## src/rtl/sync_debounce_edge_pkg.sv

```systemverilog
// Shared types and constants for the debounce / edge-detect block.
package sync_debounce_edge_pkg;

  // Two stable states plus one "checking" state per direction.
  typedef enum logic [1:0] {
    STABLE_HI = 2'd0,
    CHK_LO    = 2'd1,
    STABLE_LO = 2'd2,
    CHK_HI    = 2'd3
  } state_t;

  // Width of the consecutive-sample counter used during a check.
  localparam int CNT_W = 8;

  // Stable state that corresponds to a given settled level.
  function automatic state_t stable_state(input logic lvl);
    return lvl ? STABLE_HI : STABLE_LO;
  endfunction

endpackage

```

## src/rtl/sync_debounce_edge_if.sv

```systemverilog
// Signal bundle between the debounce block and its user.
// There is no valid/ready handshake here: data_i is a level that is sampled on
// every clock edge, level_o/rise_o/fall_o/glitch_cnt_o are valid on every cycle,
// and glitch_clr_i acts on the edge at which it is seen high.
interface sync_debounce_edge_if #(
  parameter int GLITCH_W = 8
);
  logic                data_i;
  logic                glitch_clr_i;
  logic                level_o;
  logic                rise_o;
  logic                fall_o;
  logic [GLITCH_W-1:0] glitch_cnt_o;

  modport master (
    output data_i, glitch_clr_i,
    input  level_o, rise_o, fall_o, glitch_cnt_o
  );

  modport slave (
    input  data_i, glitch_clr_i,
    output level_o, rise_o, fall_o, glitch_cnt_o
  );
endinterface

```

## src/rtl/sync_debounce_edge_sat_counter.sv

```systemverilog
// Saturating up-counter with synchronous clear; clear beats increment.
module sat_counter #(
  parameter int W = 8
) (
  input  logic         clk,
  input  logic         rst,
  input  logic         inc,
  input  logic         clr,
  output logic [W-1:0] value
);

  logic [W-1:0] r_value;

  // Count up on inc, hold at all-ones, clear (or reset) takes priority.
  always_ff @(posedge clk) begin
    if (rst || clr) begin
      r_value <= '0;
    end else if (inc && (r_value != {W{1'b1}})) begin
      r_value <= r_value + {{(W-1){1'b0}}, 1'b1};
    end
  end

  assign value = r_value;

endmodule

```

## src/rtl/sync_debounce_edge.sv

```systemverilog
// Debouncer for an already-synchronized level: a new level is accepted only
// after STABLE_CNT consecutive equal samples; accepted transitions produce a
// one-cycle rise/fall pulse and aborted checks are counted as glitches.
module sync_debounce_edge
  import sync_debounce_edge_pkg::*;
#(
  parameter logic RST_VAL    = 1'b1,
  parameter int   STABLE_CNT = 4,
  parameter int   GLITCH_W   = 8
) (
  input  logic                 clki,
  input  logic                 rst,
  sync_debounce_edge_if.slave  bus,
  output state_t               dbg_state_o
);

  // Compare target is one bit wider than cnt so cnt+1 never wraps.
  localparam logic [CNT_W:0] LP_TARGET = STABLE_CNT[CNT_W:0];
  localparam bit             LP_ONE    = (STABLE_CNT == 1);

  state_t             r_state;
  logic [CNT_W-1:0]   r_cnt;
  logic               r_level;
  logic               r_rise;
  logic               r_fall;

  logic               w_data;
  logic [CNT_W:0]     w_cnt_inc;
  logic               w_last;
  logic               w_glitch;
  logic [GLITCH_W-1:0] w_glitch_cnt;

  assign w_data    = bus.data_i;
  assign w_cnt_inc = {1'b0, r_cnt} + {{CNT_W{1'b0}}, 1'b1};
  assign w_last    = (w_cnt_inc == LP_TARGET);

  // A check that sees the old level again is abandoned and counted, even on
  // its final sample.
  assign w_glitch = ((r_state == CHK_LO) &&  w_data) ||
                    ((r_state == CHK_HI) && !w_data);

  // Debounce FSM; level and pulses are registered alongside the state.
  always_ff @(posedge clki) begin
    if (rst) begin
      r_state <= stable_state(RST_VAL);
      r_cnt   <= '0;
      r_level <= RST_VAL;
      r_rise  <= 1'b0;
      r_fall  <= 1'b0;
    end else begin
      r_rise <= 1'b0;
      r_fall <= 1'b0;
      case (r_state)
        STABLE_HI: begin
          if (!w_data) begin
            if (LP_ONE) begin
              r_state <= STABLE_LO;
              r_level <= 1'b0;
              r_fall  <= 1'b1;
            end else begin
              r_state <= CHK_LO;
              r_cnt   <= CNT_W'(1);
            end
          end
        end
        CHK_LO: begin
          if (w_data) begin
            r_state <= STABLE_HI;
            r_cnt   <= '0;
          end else if (w_last) begin
            r_state <= STABLE_LO;
            r_cnt   <= '0;
            r_level <= 1'b0;
            r_fall  <= 1'b1;
          end else begin
            r_cnt <= r_cnt + CNT_W'(1);
          end
        end
        STABLE_LO: begin
          if (w_data) begin
            if (LP_ONE) begin
              r_state <= STABLE_HI;
              r_level <= 1'b1;
              r_rise  <= 1'b1;
            end else begin
              r_state <= CHK_HI;
              r_cnt   <= CNT_W'(1);
            end
          end
        end
        CHK_HI: begin
          if (!w_data) begin
            r_state <= STABLE_LO;
            r_cnt   <= '0;
          end else if (w_last) begin
            r_state <= STABLE_HI;
            r_cnt   <= '0;
            r_level <= 1'b1;
            r_rise  <= 1'b1;
          end else begin
            r_cnt <= r_cnt + CNT_W'(1);
          end
        end
        default: begin
          r_state <= stable_state(r_level);
          r_cnt   <= '0;
        end
      endcase
    end
  end

  sat_counter #(
    .W (GLITCH_W)
  ) u_glitch_cnt (
    .clk   (clki),
    .rst   (rst),
    .inc   (w_glitch),
    .clr   (bus.glitch_clr_i),
    .value (w_glitch_cnt)
  );

  assign bus.level_o      = r_level;
  assign bus.rise_o       = r_rise;
  assign bus.fall_o       = r_fall;
  assign bus.glitch_cnt_o = w_glitch_cnt;
  assign dbg_state_o      = r_state;

endmodule

```

## src/flat_wrapper.sv

```systemverilog
// flat-port wrapper written by rule: the top's interface ports become plain ports
module sync_debounce_edge_flat import sync_debounce_edge_pkg::*;
#(
  parameter logic RST_VAL    = 1'b1,
  parameter int   STABLE_CNT = 4,
  parameter int   GLITCH_W   = 8
)
  (clki, rst, dbg_state_o, bus_data_i, bus_glitch_clr_i, bus_level_o, bus_rise_o, bus_fall_o, bus_glitch_cnt_o);
  sync_debounce_edge_if #(.GLITCH_W(GLITCH_W)) bus_i ();
  input  logic clki;
  input  logic rst;
  output state_t dbg_state_o;
  input wire logic [$bits(bus_i.data_i)-1:0] bus_data_i;
  input wire logic [$bits(bus_i.glitch_clr_i)-1:0] bus_glitch_clr_i;
  output wire logic [$bits(bus_i.level_o)-1:0] bus_level_o;
  output wire logic [$bits(bus_i.rise_o)-1:0] bus_rise_o;
  output wire logic [$bits(bus_i.fall_o)-1:0] bus_fall_o;
  output wire logic [$bits(bus_i.glitch_cnt_o)-1:0] bus_glitch_cnt_o;
  assign bus_i.data_i = bus_data_i;
  assign bus_i.glitch_clr_i = bus_glitch_clr_i;
  assign bus_level_o = bus_i.level_o;
  assign bus_rise_o = bus_i.rise_o;
  assign bus_fall_o = bus_i.fall_o;
  assign bus_glitch_cnt_o = bus_i.glitch_cnt_o;
  sync_debounce_edge #(.RST_VAL(RST_VAL), .STABLE_CNT(STABLE_CNT), .GLITCH_W(GLITCH_W)) u_core (.clki(clki), .rst(rst), .bus(bus_i), .dbg_state_o(dbg_state_o));
endmodule
```

## config.mk

```make
export PLATFORM = sky130hd
export DESIGN_NAME = sync_debounce_edge_flat
export DESIGN_NICKNAME = d
export VERILOG_FILES = /design/src/rtl/sync_debounce_edge_pkg.sv /design/src/rtl/sync_debounce_edge_if.sv /design/src/rtl/sync_debounce_edge_sat_counter.sv /design/src/rtl/sync_debounce_edge.sv /design/src/flat_wrapper.sv
export SDC_FILE = /design/constraint.sdc
export NUM_CORES = 1
export LEC_CHECK = 0
export CORE_ASPECT_RATIO = 0.7
export CORE_MARGIN = 2
export CORE_UTILIZATION = 47
export DETAILED_ROUTE_END_ITERATION = 6
export GPL_ROUTABILITY_DRIVEN = 0
export GPL_TIMING_DRIVEN = 0
export PLACE_DENSITY = 0.75
export SYNTH_ARGS = -nofsm -noshare
export SYNTH_HDL_FRONTEND = slang
export SYNTH_HIERARCHICAL = 1
export SYNTH_SLANG_ARGS = --single-unit
```

## constraint.sdc

```tcl
create_clock -name clki -period 1.7 [get_ports clki]
set_clock_uncertainty 0.15 [all_clocks]
set_input_delay 0.255 -clock clki [delete_from_list [all_inputs] [get_ports clki]]
set_output_delay 0.255 -clock clki [all_outputs]
set_load 0.01 [all_outputs]
```

**Word level (Yosys, flattened, before mapping)**

Cells that the tools add are included.

- Register bits after elaboration: 21
- Bits of input ports: 4
- Output and inout bits: 13
- Word-level logic and storage cells: 57

- $add $sub $neg: 3
- Eq/ne operators: 13
- Muxes and demuxes: 19
- Bitwise logic cells: 3
- Reductions and logical operators: 13

Operators with widths:

| kind | count |
|---|---|
| $mux W8 | 5 |
| $pmux W8 S4 | 1 |
| $add A8 B1 Y8 const B | 2 |
| $mux W2 | 6 |
| $add A8 B1 Y9 const B | 1 |
| $eq A9 B3 Y1 const B | 1 |
| $ne A2 B2 Y1 const B | 4 |
| $ne A8 B8 Y1 const B | 1 |
| $pmux W2 S4 | 1 |
| $ne A3 B2 Y1 const B | 2 |
| $reduce_or A3 Y1 | 2 |
| $mux W1 | 5 |
| $reduce_and A5 Y1 | 1 |
| $eq A2 B2 Y1 const B | 2 |
| $ne A2 B1 Y1 const B | 2 |
| $reduce_and A4 Y1 | 1 |
| $logic_and A1 B1 Y1 | 3 |
| $not A1 Y1 | 3 |
| $eq A2 B1 Y1 const B | 1 |
| $logic_not A2 Y1 | 1 |
| $logic_or A1 B1 Y1 | 2 |
| $pmux W1 S2 | 1 |
| $reduce_and A2 Y1 | 1 |
| $reduce_bool A2 Y1 | 1 |
| $logic_not A1 Y1 | 1 |

**Logic depth before layout (Yosys ltp)**

- Word-level depth: 5
- Depth in mapped cells: 6
- Gate-level depth less buffers: 5

**By module**

The synthesis kept the hierarchy.

By module, submodules not included:

| module | times used | cells each | area an instance (µm²) | seq. area each (µm²) |
|---|---|---|---|---|
| sync_debounce_edge | 1 | 73 | 666.9 | 260.2 |
| sat_counter | 1 | 48 | 421.7 | 160.2 |

**Worst setup path before layout**

OpenSTA, ideal clock, no wires.

- Path type: reg-to-reg
- From: register (tool-made name)
- To: register u_core.u_glitch_cnt.r_value[6] (netlist: u_core/u_glitch_cnt/value[6])
- Setup time: 0.115 ns
- Arrival: 1.566 ns
- Required time: 1.435 ns
- Setup slack: -0.131 ns
- Cell stages (with the launch flop): 7
- Path buffers: 1
- Period minus slack after synthesis: 1.831 ns
- Path through: dfxtp_1 -> buf_4 -> xor2_1 -> and2_1 -> nand3_1 -> or4_1 -> and3_1

RTL lines:

| what | line | text |
|---|---|---|
| to (signal assigned) | sync_debounce_edge_sat_counter.sv:19 | `r_value <= r_value + {{(W-1){1'b0}}, 1'b1};` |
| to (decl) | sync_debounce_edge_sat_counter.sv:12 | `logic [W-1:0] r_value;` |

**Worst setup path in the final report**

- From: register u_core.r_cnt[3]
- To: register u_core.r_level (netlist: u_core/bus.level_o)

- Cells in the longest elaborated chain, start to end: 4
- Elaborated cells between the ends (all ways): 5
- Classes of those cells: add/sub: 1; eq/ne: 3; reduce/logical: 1

RTL lines:

| what | line | text |
|---|---|---|
| from (decl) | sync_debounce_edge.sv:22 | `logic [CNT_W-1:0] r_cnt;` |
| from (signal assigned) | sync_debounce_edge.sv:76 | `r_cnt <= r_cnt + CNT_W'(1);` |
| from (signal assigned) | sync_debounce_edge.sv:101 | `r_cnt <= r_cnt + CNT_W'(1);` |
| $add A8 B1 Y9 (*) | sync_debounce_edge.sv:34 | `assign w_cnt_inc = {1'b0, r_cnt} + {{CNT_W{1'b0}}, 1'b1};` |
| $eq A9 B3 Y1 (*) | sync_debounce_edge.sv:35 | `assign w_last = (w_cnt_inc == LP_TARGET);` |
| $ne A2 B1 Y1 (no line) | -- |  |
| $reduce_and A5 Y1 (no line) (*) | -- |  |
| to (signal assigned) | sync_debounce_edge.sv:47 | `r_level <= RST_VAL;` |
| to (signal assigned) | sync_debounce_edge.sv:58 | `r_level <= 1'b0;` |
| to (signal assigned) | sync_debounce_edge.sv:73 | `r_level <= 1'b0;` |
| to (decl) | sync_debounce_edge.sv:23 | `logic r_level;` |

Mark *: on every way between the ends. The rest lies on a longest branch, timed or not.
A chain may end at the register's enable or synchronous reset.

==> metrics list <==
- The worst-case IR drop observed on VDD is 0.390 mV.
* Sequential cell area in the final layout: 447 µm²
- The flow ran to the end, but the final reports show violations.
- Share of the synthesized area in the top cell type: 0.386
- In the final routing, the length of wire on met1 measures 1260 µm.
- Proportion of layout cells with a drive suffix above 1: 0.340
* Area of the placeable core: 2170 µm²
* Worst r2r src: u_core/r_cnt[3]$_SDFFE_PP0P_
* Drt drc: 0
* Worst-case headroom to the max-slew limit: 0.643
- Pwr Density: 558 nW/µm²
- Least-Margin Pin Slew: 0.534 ns
- Of the total synthesized cell area, the portion taken by full adders, half adders and majority gates is 0.0230.
- Simple-gate portion of the synthesized area: 0.330
- From synthesis to final layout, the design area changed by 37.7%.
* Hold path cells: 2
- For the final routed database, the setup TNS stands at -0.494 ns.
- Critical path origin: u_core/r_cnt[3]$_SDFFE_PP0P_
- Yosys mapped a number of flops with a built-in enable equal to 0.
- Die extent in y: 44.3 µm
* Multi-input combinational cell area: 694 µm²
* Max Used Layer: met4
* Global-route wire length before repair: 4130 µm
* Post-route fraction of the period consumed by the critical path: 1.08
* Max_cap viols: 0
- The share of the Yosys chip area taken by registers is 0.386.
- Detailed router's first-iteration violation count: 44
- The final count of hold timing violations was 0.
- Walking the worst path, the cells encountered are or4_4 > nor4b_4 > nor3_1 > a211oi_1.
* Required time of the critical path: 1.78 ns
* Element type at the critical path start: flop
- 0 antenna diodes ended up in the layout.
* Top cell type by total area after synthesis: dfxtp_1
- Largest buffer count on any clock path: 2
- The pre-antenna-repair detailed-routing pass consisted of 4 iterations.
- Clock input transition at the sequential cells of the worst setup and hold paths: 0.11 ns
- Prior to clock tree synthesis, the placed netlist has a worst setup slack of -0.487 ns.
- The floorplan step defined a die boundary enclosing 2720 µm².
* Combined buffer and inverter count along the critical path: 0
* Worst setup slack for register-to-register paths: -0.14 ns
* Number of buffers added on ports: 15
- After legalization and detailed placement, the total HPWL measured 1700 µm.
- Buffers inserted during clock tree synthesis total 3.
- The compound-gate portion of the synthesized area is 0.153.
* Syn. warnings: 6
- Counting cells, the worst reg-to-reg path comes to 4.
- Violated checks: setup timing
- Detail Route Antenna Nets: 0
- Worst setup EP type: flop
- Delay of the slowest critical-path stage: 0.58 ns
* Root buffer cell: clkbuf_4
* Cell Count Post-Placement: 168
* Worst hold slack: 0.136 ns
- Antenna violations before repair: 0
- After clock tree synthesis, the flow added hold-fix buffers numbering 0.
* Relative contribution of sequential cells to total power: 0.605
* Vias in the first global route: 915
- Fraction of power spent switching nets: 0.247
* RSZ-0062 raised after global routing: yes
- Critical path start-end classification: flop to flop
- Combined area of all synthesized cells: 1090 µm²
* Largest net degree at the start of global routing: 12
- Synth Register Bits: 21
- Leaving out fill and tap cells, the most frequent cells in the layout are 12 x clkdlybuf4s50_1, 10 x buf_4, 9 x nand2_1, 9 x dfxtp_2, 8 x dfxtp_1.
- In this run the number of H-tree levels came out at 1.
- The initialized floorplan defines 14 standard-cell rows.
- Total wire length after detailed routing: 2740 µm
* Top fanout value on the critical path: 4
* Share of synthesized registers carrying an async set or reset: 0
- Combinational share of power: 0.100
* Latest clock arrival within the worst-skew pair: 0.31 ns
- Min-Delay Path Class: input port to flop
- Fraction of synthesized area in multiplexers: 0.0368
- Dividing the detail-routed via count by the number of cells gives 5.67.
- Crit-path leading delay family: simple AND/OR/NAND/NOR gates
- The initial utilization of the core area, before any placement, comes to 0.501.
* Max Clk Rate: 0.544 GHz
- Detailed routing placed a total of 152 µm of wire on met3.
- Routed via count: 1032
- # fillers: 184
- Number of different library cells in the post-synthesis netlist: 45
- After the last flow step, the layout net total stands at 157.
* Switching component of the power: 207 µW
* Standby leakage power: 0.589 nW
- Cell internal pwr: 630 µW
- In the synthesized netlist, the number of instances is 121.
* Max Transition Viols Final: 0
* Proportion of power drawn by the clock network: 0.295
- Critical path's slowest cell: or4_4
- Global-route usage over all layers: 0.208
* Avg Cell Area, Syn: 9.00 µm²
- After the flow finishes, the layout carries non-filler instances totaling 182.
* Final design area excluding fillers: 1500 µm²
* Main combinational cell family by area after synthesis: simple AND/OR/NAND/NOR gates
- Cell area reported after detailed placement: 1290 µm²
- Cell types occupying the most area after synthesis: dfxtp_1 39%, a21oi_1 3.7%, mux2i_1 3.7%
- After layout, the worst setup slack is -0.139 ns.
- Summed over all nets, wire length on met2 after detailed routing comes to 1270 µm.
- I/O pins: 17
* Crit path time final: 1.84 ns
* Destination of the worst register-to-register timing path: u_core/bus.level_o$_SDFFE_PP1P_
- Summed over all layers, the global routing overflow is 0.
- For this design, the sink count on the clock tree is 21.
* Data arrival time of the critical path: 1.92 ns
- Hold Startpoint: bus_data_i
* Final setup violation count: 6
* Overall die width: 61.5 µm
- The critical path runs through a total of 4 cells.
- Synth Flop Type: dfxtp_1
* Synthesized Nets: 127
- Clock tree from TritonCTS: built
- Wire per inst: 15.0 µm
* Synth Area in XOR/XNOR: 0.0241
* Most frequent standard cell in the layout excluding fill and tap cells: clkdlybuf4s50_1
-- routing by layer --
layer / track usage / up-vias
li1: - / 505
met4: 0.0979 / 0
met2: 0.305 / 42
met1: 0.285 / 478
met3: 0.0526 / 7
met5: 0 / -
-- cells by family (layout without fill, tap and decap cells) --
kind of cell	count (synthesis)	count (layout)
compound gates	25	25
xor+xnor	3	3
fa+ha+maj	2	2
buf+inv	9	38
flops	21	21
mux	4	4
simple gates	57	57
-- sequential cells by signal, indices dropped and copies added, names as in the netlist, named ones only --
name and count:
u_core/bus.fall_o 1, u_core/r_cnt 8, u_core/bus.rise_o 1, u_core/dbg_state_o 1, u_core/u_glitch_cnt/value 8, u_core/bus.level_o 1
-- worst max-delay path by stage --
stage | to | slack [ns]
floorplan | u_core/u_glitch_cnt/value[6]$_SDFFE_PP0P_ | -0.01
global placement | u_core/r_cnt[2]$_SDFFE_PP0P_ | -0.41
detailed placement | u_core/r_cnt[2]$_SDFFE_PP0P_ | -0.49
CTS | u_core/r_cnt[3]$_SDFFE_PP0P_ | -0.07
global route | u_core/bus.level_o$_SDFFE_PP1P_ | -0.21
finish | u_core/bus.level_o$_SDFFE_PP1P_ | -0.14
-- stage by stage --
step / util / power [mW]
2_1_floorplan: - / 0.563
3_3_place_gp: 0.596 / 0.589
3_5_place_dp: 0.596 / 0.592
4_1_cts: 0.652 / 0.843
5_1_grt: 0.690 / 0.869
6_report: 0.690 / 0.836
-- power groups by stage --
stage | sequential (mW) | combinational [mW] | clock [mW]
after floorplan | 0.522 | 0.0404 | 0
after global placement | 0.520 | 0.0691 | 0
after detailed placement | 0.520 | 0.0713 | 0
after CTS | 0.508 | 0.0774 | 0.257
after global routing | 0.508 | 0.0905 | 0.271
final | 0.506 | 0.0836 | 0.247
-- cell usage after synthesis (all sizes together), types with 3 or more instances --
library cell / n
nor4b: 3
o21ai: 6
nor2: 4
nand4: 3
nor3: 9
or3: 6
a211oi: 3
and2: 3
mux2i: 4
and3: 4
inv: 4
nand2: 9
a21oi: 8
nand3: 5
dfxtp: 21
buf: 4
-- cell type report --
type	instances	area share
Multi-Input combinational cell	91	0.463
Sequential cell	21	0.298
Clock buffer	4	0.0175
Timing Repair Buffer	25	0.158
Tap cell	32	0.0267
Inverter	4	0.0100
Buffer	5	0.0267
-- repair_timing --
item                                    CTS  global route
buffers inserted                          7             3
hold endpoints to repair                  0             0
endpoints found under the setup margin   16            23
resized for setup                        18            16
pin swaps                                 6             8
Note: power is estimated with default switching activity, not from simulation.
